===== config.mk =====
export PLATFORM = sky130hd
export DESIGN_NAME = video_timing_gen
export DESIGN_NICKNAME = d
export VERILOG_FILES = /design/src/rtl/video_timing_gen.sv
export SDC_FILE = /design/constraint.sdc
export NUM_CORES = 1
export LEC_CHECK = 0
export ABC_AREA = 1
export CORE_MARGIN = 3
export CORE_UTILIZATION = 35
export DETAILED_ROUTE_END_ITERATION = 8
export GPL_TIMING_DRIVEN = 0
export PLACE_DENSITY = 0.64
export SKIP_LAST_GASP = 1
export SLEW_MARGIN = 5
export SYNTH_ARGS = -nofsm -noshare
export SYNTH_HDL_FRONTEND = slang
export SYNTH_SLANG_ARGS = --single-unit

===== constraint.sdc =====
create_clock -name clk_i -period 4.2 [get_ports clk_i]
set_input_delay 0.42 -clock clk_i [delete_from_list [all_inputs] [get_ports clk_i]]
set_output_delay 0.42 -clock clk_i [all_outputs]
set_load 0.005 [all_outputs]

===== src/rtl/video_timing_gen.sv =====
`timescale 1ns / 1ps
`default_nettype none
// ============================================================================
// Module  : video_timing_gen
// Brief   : Raster timing generator (blanking, H/V sync, data enable) with a
//           selectable test pattern. Advances only on video clock-enable
//           cycles; all outputs are registered from one counter state so they
//           stay mutually aligned.
// Revision: 1.0 - initial release
// ============================================================================
module video_timing_gen #(
    parameter int          H_ACTIVE  = 1920,
    parameter int          H_FP      = 88,
    parameter int          H_SYNC    = 44,
    parameter int          H_BP      = 148,
    parameter int          V_ACTIVE  = 1080,
    parameter int          V_FP      = 4,
    parameter int          V_SYNC    = 5,
    parameter int          V_BP      = 36,
    parameter bit          HS_POL    = 1'b1,
    parameter bit          VS_POL    = 1'b1,
    parameter logic [23:0] SOLID_RGB = 24'hFF_5A_43
) (
    input  logic        clk_i,
    input  logic        rst_ni,
    input  logic        cen_i,
    input  logic [1:0]  pattern_sel_i,
    output logic [23:0] vid_rgb_o,
    output logic [1:0]  vh_blank_o,
    output logic [2:0]  dvh_sync_o,
    output logic        frame_start_o,
    output logic [11:0] h_cnt_o,
    output logic [10:0] v_cnt_o
);

    localparam int          c_H_TOTAL  = H_ACTIVE + H_FP + H_SYNC + H_BP;
    localparam int          c_V_TOTAL  = V_ACTIVE + V_FP + V_SYNC + V_BP;
    localparam logic [11:0] c_H_LAST   = 12'(c_H_TOTAL - 1);
    localparam logic [10:0] c_V_LAST   = 11'(c_V_TOTAL - 1);
    localparam logic [11:0] c_H_ACT    = 12'(H_ACTIVE);
    localparam logic [10:0] c_V_ACT    = 11'(V_ACTIVE);
    localparam logic [11:0] c_HS_START = 12'(H_ACTIVE + H_FP);
    localparam logic [11:0] c_HS_END   = 12'(H_ACTIVE + H_FP + H_SYNC);
    localparam logic [10:0] c_VS_START = 11'(V_ACTIVE + V_FP);
    localparam logic [10:0] c_VS_END   = 11'(V_ACTIVE + V_FP + V_SYNC);
    localparam logic [14:0] c_H_ACT_15 = 15'(H_ACTIVE);
    localparam logic [19:0] c_H_ACT_20 = 20'(H_ACTIVE);

    logic [11:0] r_h;
    logic [10:0] r_v;
    logic [1:0]  r_pat;

    logic        w_h_wrap;
    logic        w_v_wrap;
    logic        w_first;
    logic        w_hblank;
    logic        w_vblank;
    logic        w_hsync;
    logic        w_vsync;
    logic        w_de;
    logic [1:0]  w_pat;
    logic [14:0] w_bar_idx;
    logic [19:0] w_ramp_q;
    logic [7:0]  w_grey;
    logic [23:0] w_bar_rgb;
    logic [23:0] w_rgb;

    assign w_h_wrap = (r_h == c_H_LAST);
    assign w_v_wrap = (r_v == c_V_LAST);
    assign w_first  = (r_h == 12'd0) && (r_v == 11'd0);
    assign w_hblank = (r_h >= c_H_ACT);
    assign w_vblank = (r_v >= c_V_ACT);
    assign w_hsync  = ((r_h >= c_HS_START) && (r_h < c_HS_END)) ? HS_POL : ~HS_POL;
    // Vertical sync depends on the line count only, so it moves at h == 0.
    assign w_vsync  = ((r_v >= c_VS_START) && (r_v < c_VS_END)) ? VS_POL : ~VS_POL;
    assign w_de     = ~w_hblank & ~w_vblank;

    // The new selection already applies to pixel (0,0) so a whole frame
    // always uses a single pattern.
    assign w_pat    = w_first ? pattern_sel_i : r_pat;

    // Bar index h*8/H_ACTIVE in 15 bits: 12-bit column times 8 cannot overflow.
    assign w_bar_idx = {r_h, 3'b000} / c_H_ACT_15;
    // Ramp h*256/H_ACTIVE; saturation only guards non-active columns.
    assign w_ramp_q  = {r_h, 8'h00} / c_H_ACT_20;
    assign w_grey    = (|w_ramp_q[19:8]) ? 8'hFF : w_ramp_q[7:0];

    // Colour-bar lookup from the bar index.
    always_comb begin
        w_bar_rgb = 24'h000000;
        case (w_bar_idx)
            15'd0:   w_bar_rgb = 24'hFFFFFF;
            15'd1:   w_bar_rgb = 24'hFFFF00;
            15'd2:   w_bar_rgb = 24'h00FFFF;
            15'd3:   w_bar_rgb = 24'h00FF00;
            15'd4:   w_bar_rgb = 24'hFF00FF;
            15'd5:   w_bar_rgb = 24'hFF0000;
            15'd6:   w_bar_rgb = 24'h0000FF;
            default: w_bar_rgb = 24'h000000;
        endcase
    end

    // Pattern mux; blanked pixels are forced to black.
    always_comb begin
        w_rgb = 24'h000000;
        if (w_de) begin
            case (w_pat)
                2'd0:    w_rgb = w_bar_rgb;
                2'd1:    w_rgb = {w_grey, w_grey, w_grey};
                2'd2:    w_rgb = SOLID_RGB;
                default: w_rgb = (r_h[6] ^ r_v[6]) ? 24'hFFFFFF : 24'h000000;
            endcase
        end
    end

    // Raster position counters, stepped once per enabled pixel.
    always_ff @(posedge clk_i) begin
        if (!rst_ni) begin
            r_h <= 12'd0;
            r_v <= 11'd0;
        end else if (cen_i) begin
            if (w_h_wrap) begin
                r_h <= 12'd0;
                r_v <= w_v_wrap ? 11'd0 : r_v + 11'd1;
            end else begin
                r_h <= r_h + 12'd1;
            end
        end
    end

    // Pattern selection captured only at the start of a frame.
    always_ff @(posedge clk_i) begin
        if (!rst_ni) begin
            r_pat <= 2'd0;
        end else if (cen_i && w_first) begin
            r_pat <= pattern_sel_i;
        end
    end

    // Output stage: every output registered from the same counter state.
    always_ff @(posedge clk_i) begin
        if (!rst_ni) begin
            vid_rgb_o     <= 24'h000000;
            vh_blank_o    <= 2'b11;
            dvh_sync_o    <= {1'b0, ~VS_POL, ~HS_POL};
            frame_start_o <= 1'b0;
            h_cnt_o       <= 12'd0;
            v_cnt_o       <= 11'd0;
        end else if (cen_i) begin
            vid_rgb_o     <= w_rgb;
            vh_blank_o    <= {w_vblank, w_hblank};
            dvh_sync_o    <= {w_de, w_vsync, w_hsync};
            frame_start_o <= w_first;
            h_cnt_o       <= r_h;
            v_cnt_o       <= r_v;
        end
    end

endmodule
`default_nettype wire


-- After elaboration in Yosys (flattened, before gate mapping)
Cells that the tools add are included.
- output and inout bits: 53
- register bits after elaboration: 78
- logic and storage cells: 53
- input port bits: 5
- add/subtract/negate cells: 2
- equal/unequal tests: 10
- bitwise gates (word level): 4
- div/mod/pow operators: 2
- reductions and logical operators: 10
- magnitude comparators: 6
- multiplexer cells: 10
- operators with widths (operator ; count):
    $pmux W24 S7 ; 1
    $pmux W24 S3 ; 1
    $mux W24 ; 2
    $eq A15 B3 Y1 const B ; 3
    $eq A15 B2 Y1 const B ; 2
    $ge A12 B11 Y1 const B ; 2
    $ge A11 B11 Y1 const B ; 2
    $div A20 B11 Y20 const B ; 1
    $div A15 B11 Y15 const B ; 1
    $eq A15 B1 Y1 const B ; 1
    $logic_not A15 Y1 ; 1
    $add A12 B1 Y12 const B ; 1
    $eq A12 B12 Y1 const B ; 1
    $logic_not A12 Y1 ; 1
    $lt A12 B12 Y1 const B ; 1
    $mux W12 ; 1
    $reduce_or A12 Y1 ; 1
    $add A11 B1 Y11 const B ; 1
    $eq A11 B11 Y1 const B ; 1
    $logic_not A11 Y1 ; 1
    $lt A11 B11 Y1 const B ; 1
    $mux W11 ; 1
    $mux W8 ; 1
    $logic_and A1 B1 Y1 ; 4
    9 further kinds ; 11

-- Depth between registers and ports, before layout
- word-level depth: 6
- gate-level depth with buffers: 38
- mapped depth without buffers: 38

-- Worst setup path after synthesis
Ideal clock, no wire load.
- path type: reg2reg
- start point: reg r_h[9]
- end point: reg vid_rgb_o[1]
- cell stages (with the launch flop): 33
- path buffers: 0
- setup time: 0.132 ns
- arrival: 3.235 ns
- required time: 4.068 ns
- path slack: 0.833 ns
- clock period less this slack: 3.367 ns
- cells stage by stage: dfxtp_1 nand2_1 o21ai_4 nand2_4 xor2_1 o21ai_1 nand2_2 o21ai_4 nand2_2 nand2_2 inv_1 o21ai_2 nand2_1 nand2_2 inv_1 o21ai_1 nand2_1 nor2_2 nand2_2 nand2_4 nand2_4 xor2_1 nand2_1 nand2_1 nand2_1 nand2_1 inv_2 nand3_1 nand3_1 nand2_1 nand3_1 nand2_1 a21oi_2
- longest elaborated chain between the ends: 6
- elaborated cells on any way between the ends: 23
- classes of those cells: div: 2; order compare: 1; eq/ne: 8; mux: 5; bitwise: 2; reduce/logical: 5
- RTL lines (item ; RTL line ; text):
    start, declared ; 49 ; logic [11:0] r_h;
    start signal, assigned ; 126 ; r_h <= r_h + 12'd1;
    parallel branches: the longest is 5 deep, another holds $div A20 B11 Y20 ; -- ;
    $mux W24 (*) ; 106 ; if (w_de) begin
    end signal, assigned ; 150 ; vid_rgb_o <= w_rgb;
    end, declared ; 28 ; output logic [23:0] vid_rgb_o,
Mark *: on every way between the ends.
A chain may end at the register's enable or synchronous reset.

-- Worst setup path in the final report
- start point: reg r_h[6]
- end point: reg vid_rgb_o[0]
Same word-level chain as after synthesis.

==> qor.yml <==
outcome: "complete, no violations"
timing.max_cap.violations: 0
worst_hold_startpoint: "vid_rgb_o[13]$_SDFFE_PN0P_"
required_ns: 4.40
crit_end_element: "flop"
flow.area_growth_from_synthesis_pct: 25.9
comb_power_share: 0.140
cts.clk_slew.worst_paths_ns: 0.07
antenna_found_initial: 0
reg2reg_depth: 33
setup_viol_count_final: 0
route.final.wire_length_mm: 12.0
dr_total_vias: 4342
yosys.cell_types.count: 42
post-layout-total-power_mw: 1.87
instances_no_fill: 877
timing.final.max_slew_violations: 0
number_of_buffers_inserted_during_clock_tree_synthesis: 9
effective_utilization_at_floorplan: 0.362
criticalPathCategory: "reg -> reg"
ys_seq_elements: 78
synthCells: 633
timing.clock.skew_ns: 0.00973
viasPerCell: 4.95
grt_first_pass_wirelength_mm: 19.8
first_global_vias: 4144
cpLargestDelayFamily: "simple AND/OR/NAND/NOR gates"
synthDominantCellAreaShare: 0.355
pin_slew_with_the_least_headroom_to_its_limit_ns: 0.647
clock_sink_count: 78
clock_insertion_delay_worst_skew_ns: 0.33
final_design_utilization: 0.456
timing.critical_path.slowest_stage_cell: "sky130_fd_sc_hd__dfxtp_1"
critical-path-top-cell-by-count: "sky130_fd_sc_hd__nand2_1"
seq_area_frac_synth: 0.355
die-height_um: 118
power_density_nw_per_um2: 338
total_leakage_power_nw: 2.33
clock_group_share_of_total_power: 0.429
clock_path_buffers: 2
grt_overflow_total: 0
nFillCells: 1221
globalplace.congestion: 0.910
drive_gt1_frac: 0.140
worst_r2r_startpoint: "r_h[6]$_SDFFE_PN0P_"
post-place-cells: 856
max_slew_margin: 0.568
floorplan.core_area_sq_um: 12200
critical_path.reg2reg.endpoint: "vid_rgb_o[0]$_SDFFE_PN0P_"
pwr-share-seq: 0.431
dieArea_sq_um: 14000
yosysWarnings: 0
critical_path_peak_fanout: 9
multiInputGateArea_sq_um: 2460
syn-cell-area_sq_um: 4400
cp_num_buf_inv: 6
cell_internal_pwr_mw: 1.37
cts.root.buffer_cell: "sky130_fd_sc_hd__clkbuf_16"
firstDrtPassIters: 4
timing.hold.worst_endpoint: "vid_rgb_o[13]$_SDFFE_PN0P_"
port_buffers: 55
cp_slowest_stage_delay_ns: 0.34
drcViolationCount: 0
worstSetupPathDepth: 33
netlist_top_cells_area: "sky130_fd_sc_hd__dfxtp_1, sky130_fd_sc_hd__nand2_1, sky130_fd_sc_hd__a21oi_1"
yosys.area.top_type: "sky130_fd_sc_hd__dfxtp_1"
power.switching_mw: 0.505
num-nets-final: 714
netSwitchingFraction: 0.269
reg2reg_slack_ns: 0.39
n_antenna_cell: 0
crit_start: "r_h[6]$_SDFFE_PN0P_"
post-route-min-period_ns: 3.81
fmax_mhz: 262
avgRoutedWirePerCell_um: 13.7
dr.first_iter.drc_count: 229
syn_avg_cell_area_sq_um: 6.96
max-vdd-ir-drop_mv: 0.259
io_pins: 58
cts_hold_repair.buffers: 0
grt_max_degree: 15
regArea_sq_um: 1570
ant_nets: 0
die_width_um: 118
hold_path.class: "reg -> reg"
grtUsageTotal: 0.171
worst_ep_arrival_time_ns: 4.01
tritoncts: "done"
detailedPlacementHpwl_mm: 9.05
setup.worst_path.start_class: "flop"
period_utilization: 0.907
whs_path_depth: 2
h-tree-depth: 3
mappedNetlistNets: 643
std_cell_rows: 40
hold_violations: 0
==> placed cells by master (no fill, tap or decap), types with 8 or more instances in the layout <==
cell type / instances
sky130_fd_sc_hd__dfxtp_1: 73
sky130_fd_sc_hd__nor3_1: 17
sky130_fd_sc_hd__nand2_1: 147
sky130_fd_sc_hd__o21ai_0: 34
sky130_fd_sc_hd__o21ai_1: 13
sky130_fd_sc_hd__a21oi_1: 52
sky130_fd_sc_hd__clkbuf_1: 15
sky130_fd_sc_hd__clkdlybuf4s50_1: 55
sky130_fd_sc_hd__nand2_2: 23
sky130_fd_sc_hd__inv_1: 65
sky130_fd_sc_hd__nand4_1: 12
sky130_fd_sc_hd__clkbuf_16: 9
sky130_fd_sc_hd__nor2_1: 50
sky130_fd_sc_hd__nand3_1: 36
sky130_fd_sc_hd__nand2_4: 8
==> flip-flops by register name, indices dropped and copies added (netlist names) <==
| name | flops |
|---|---|
| h_cnt_o | 12 |
| frame_start_o | 1 |
| v_cnt_o | 11 |
| vh_blank_o | 2 |
| r_h | 12 |
| r_v | 11 |
| vid_rgb_o | 24 |
| dvh_sync_o | 3 |
| r_pat | 2 |
==> power by group through the flow <==
stage               registers, mW  clock network, mW  logic, mW
floorplan                   0.824                  0      0.135
finish                      0.807              0.805      0.262
detailed placement          0.824                  0      0.258
global placement            0.824                  0      0.255
global route                0.812              0.852      0.290
CTS                         0.808              0.816      0.261
==> cells in the mapped netlist (all sizes together) <==
library cell and number:
ha 5, a211oi 4, clkbuf 16, xor2 8
mux2 1, dlygate4sd3 2, nor3b 4, nand3b 1
nand2 178, nor4 4, nand3 39, a21oi 59
o211ai 3, clkinv 1, o21ai 51, nor2 58
inv 73, dfxtp 78, a31oi 3, nand4 14
a2111oi 2, o31ai 2, buf 5, o21bai 4
and3 1, nor3 17
==> how the worst max path moves through the flow <==
| stage | endpoint |
|---|---|
| after floorplan | vid_rgb_o[1]$_SDFFE_PN0P_ |
| after global placement | vid_rgb_o[1]$_SDFFE_PN0P_ |
| after detailed placement | vid_rgb_o[9]$_SDFFE_PN0P_ |
| after CTS | vid_rgb_o[9]$_SDFFE_PN0P_ |
| after global routing | vid_rgb_o[1]$_SDFFE_PN0P_ |
| final | vid_rgb_o[0]$_SDFFE_PN0P_ |
==> cell type report <==
class                      count  share of cell area
timing repair buffer          60               0.106
tap                          168              0.0379
multi-input combinational    458               0.444
clock buffer                  10              0.0413
buffer                        23              0.0246
sequential                    78               0.283
clock inverter                 6              0.0124
inverter                      74              0.0508
==> kinds of logic (layout without fill, tap and decap cells) <==
group                    Yosys count  in the layout  synth area share
AO/OA/AOI/OAI                    128            128             0.172
XOR/XNOR                           8              8            0.0159
adder cells (fa/ha/maj)            5              5            0.0142
buffers and inverters             97            173            0.0941
flip-flops                        78             78             0.355
multiplexers                       1              1           0.00256
AND/OR/NAND/NOR                  316            316             0.346
==> through the flow <==
stage | hold WS (ns) | TNS (ns) | worst slack, ns | instance area [sq um]
CTS | 0.468 | 0 | 0.183 | 5460
detailed placement | 0.459 | 0 | 0.207 | 5160
floorplan | 0.449 | 0 | 0.833 | 4400
finish | 0.467 | 0 | 0.390 | 5540
global placement | 0.456 | 0 | 0.324 | 5160
global route | 0.487 | -0.0302 | -0.0167 | 5540
==> worst register-to-register path, delay by kind of cell (launching register included) <==
kind | cells | cell delay, ns
AO/OA/AOI/OAI | 4 | 0.54
AND/OR/NAND/NOR | 23 | 2.28
buffers and inverters | 6 | 0.52
flip-flops | 1 | 0.34
==> metal layers <==
layer,up-vias,part of all wire,global-route usage
met5,-,0,0
met4,0,0.018,0.0579
met3,22,0.049,0.0397
met2,113,0.47,0.277
met1,1993,0.46,0.224
li1,2214,-,-
==> repair_timing <==
item	CTS	global route
endpoints found under the setup margin	0	8
gates resized for setup	0	16
buffers inserted	0	5
(Power assumes the default switching activity.)
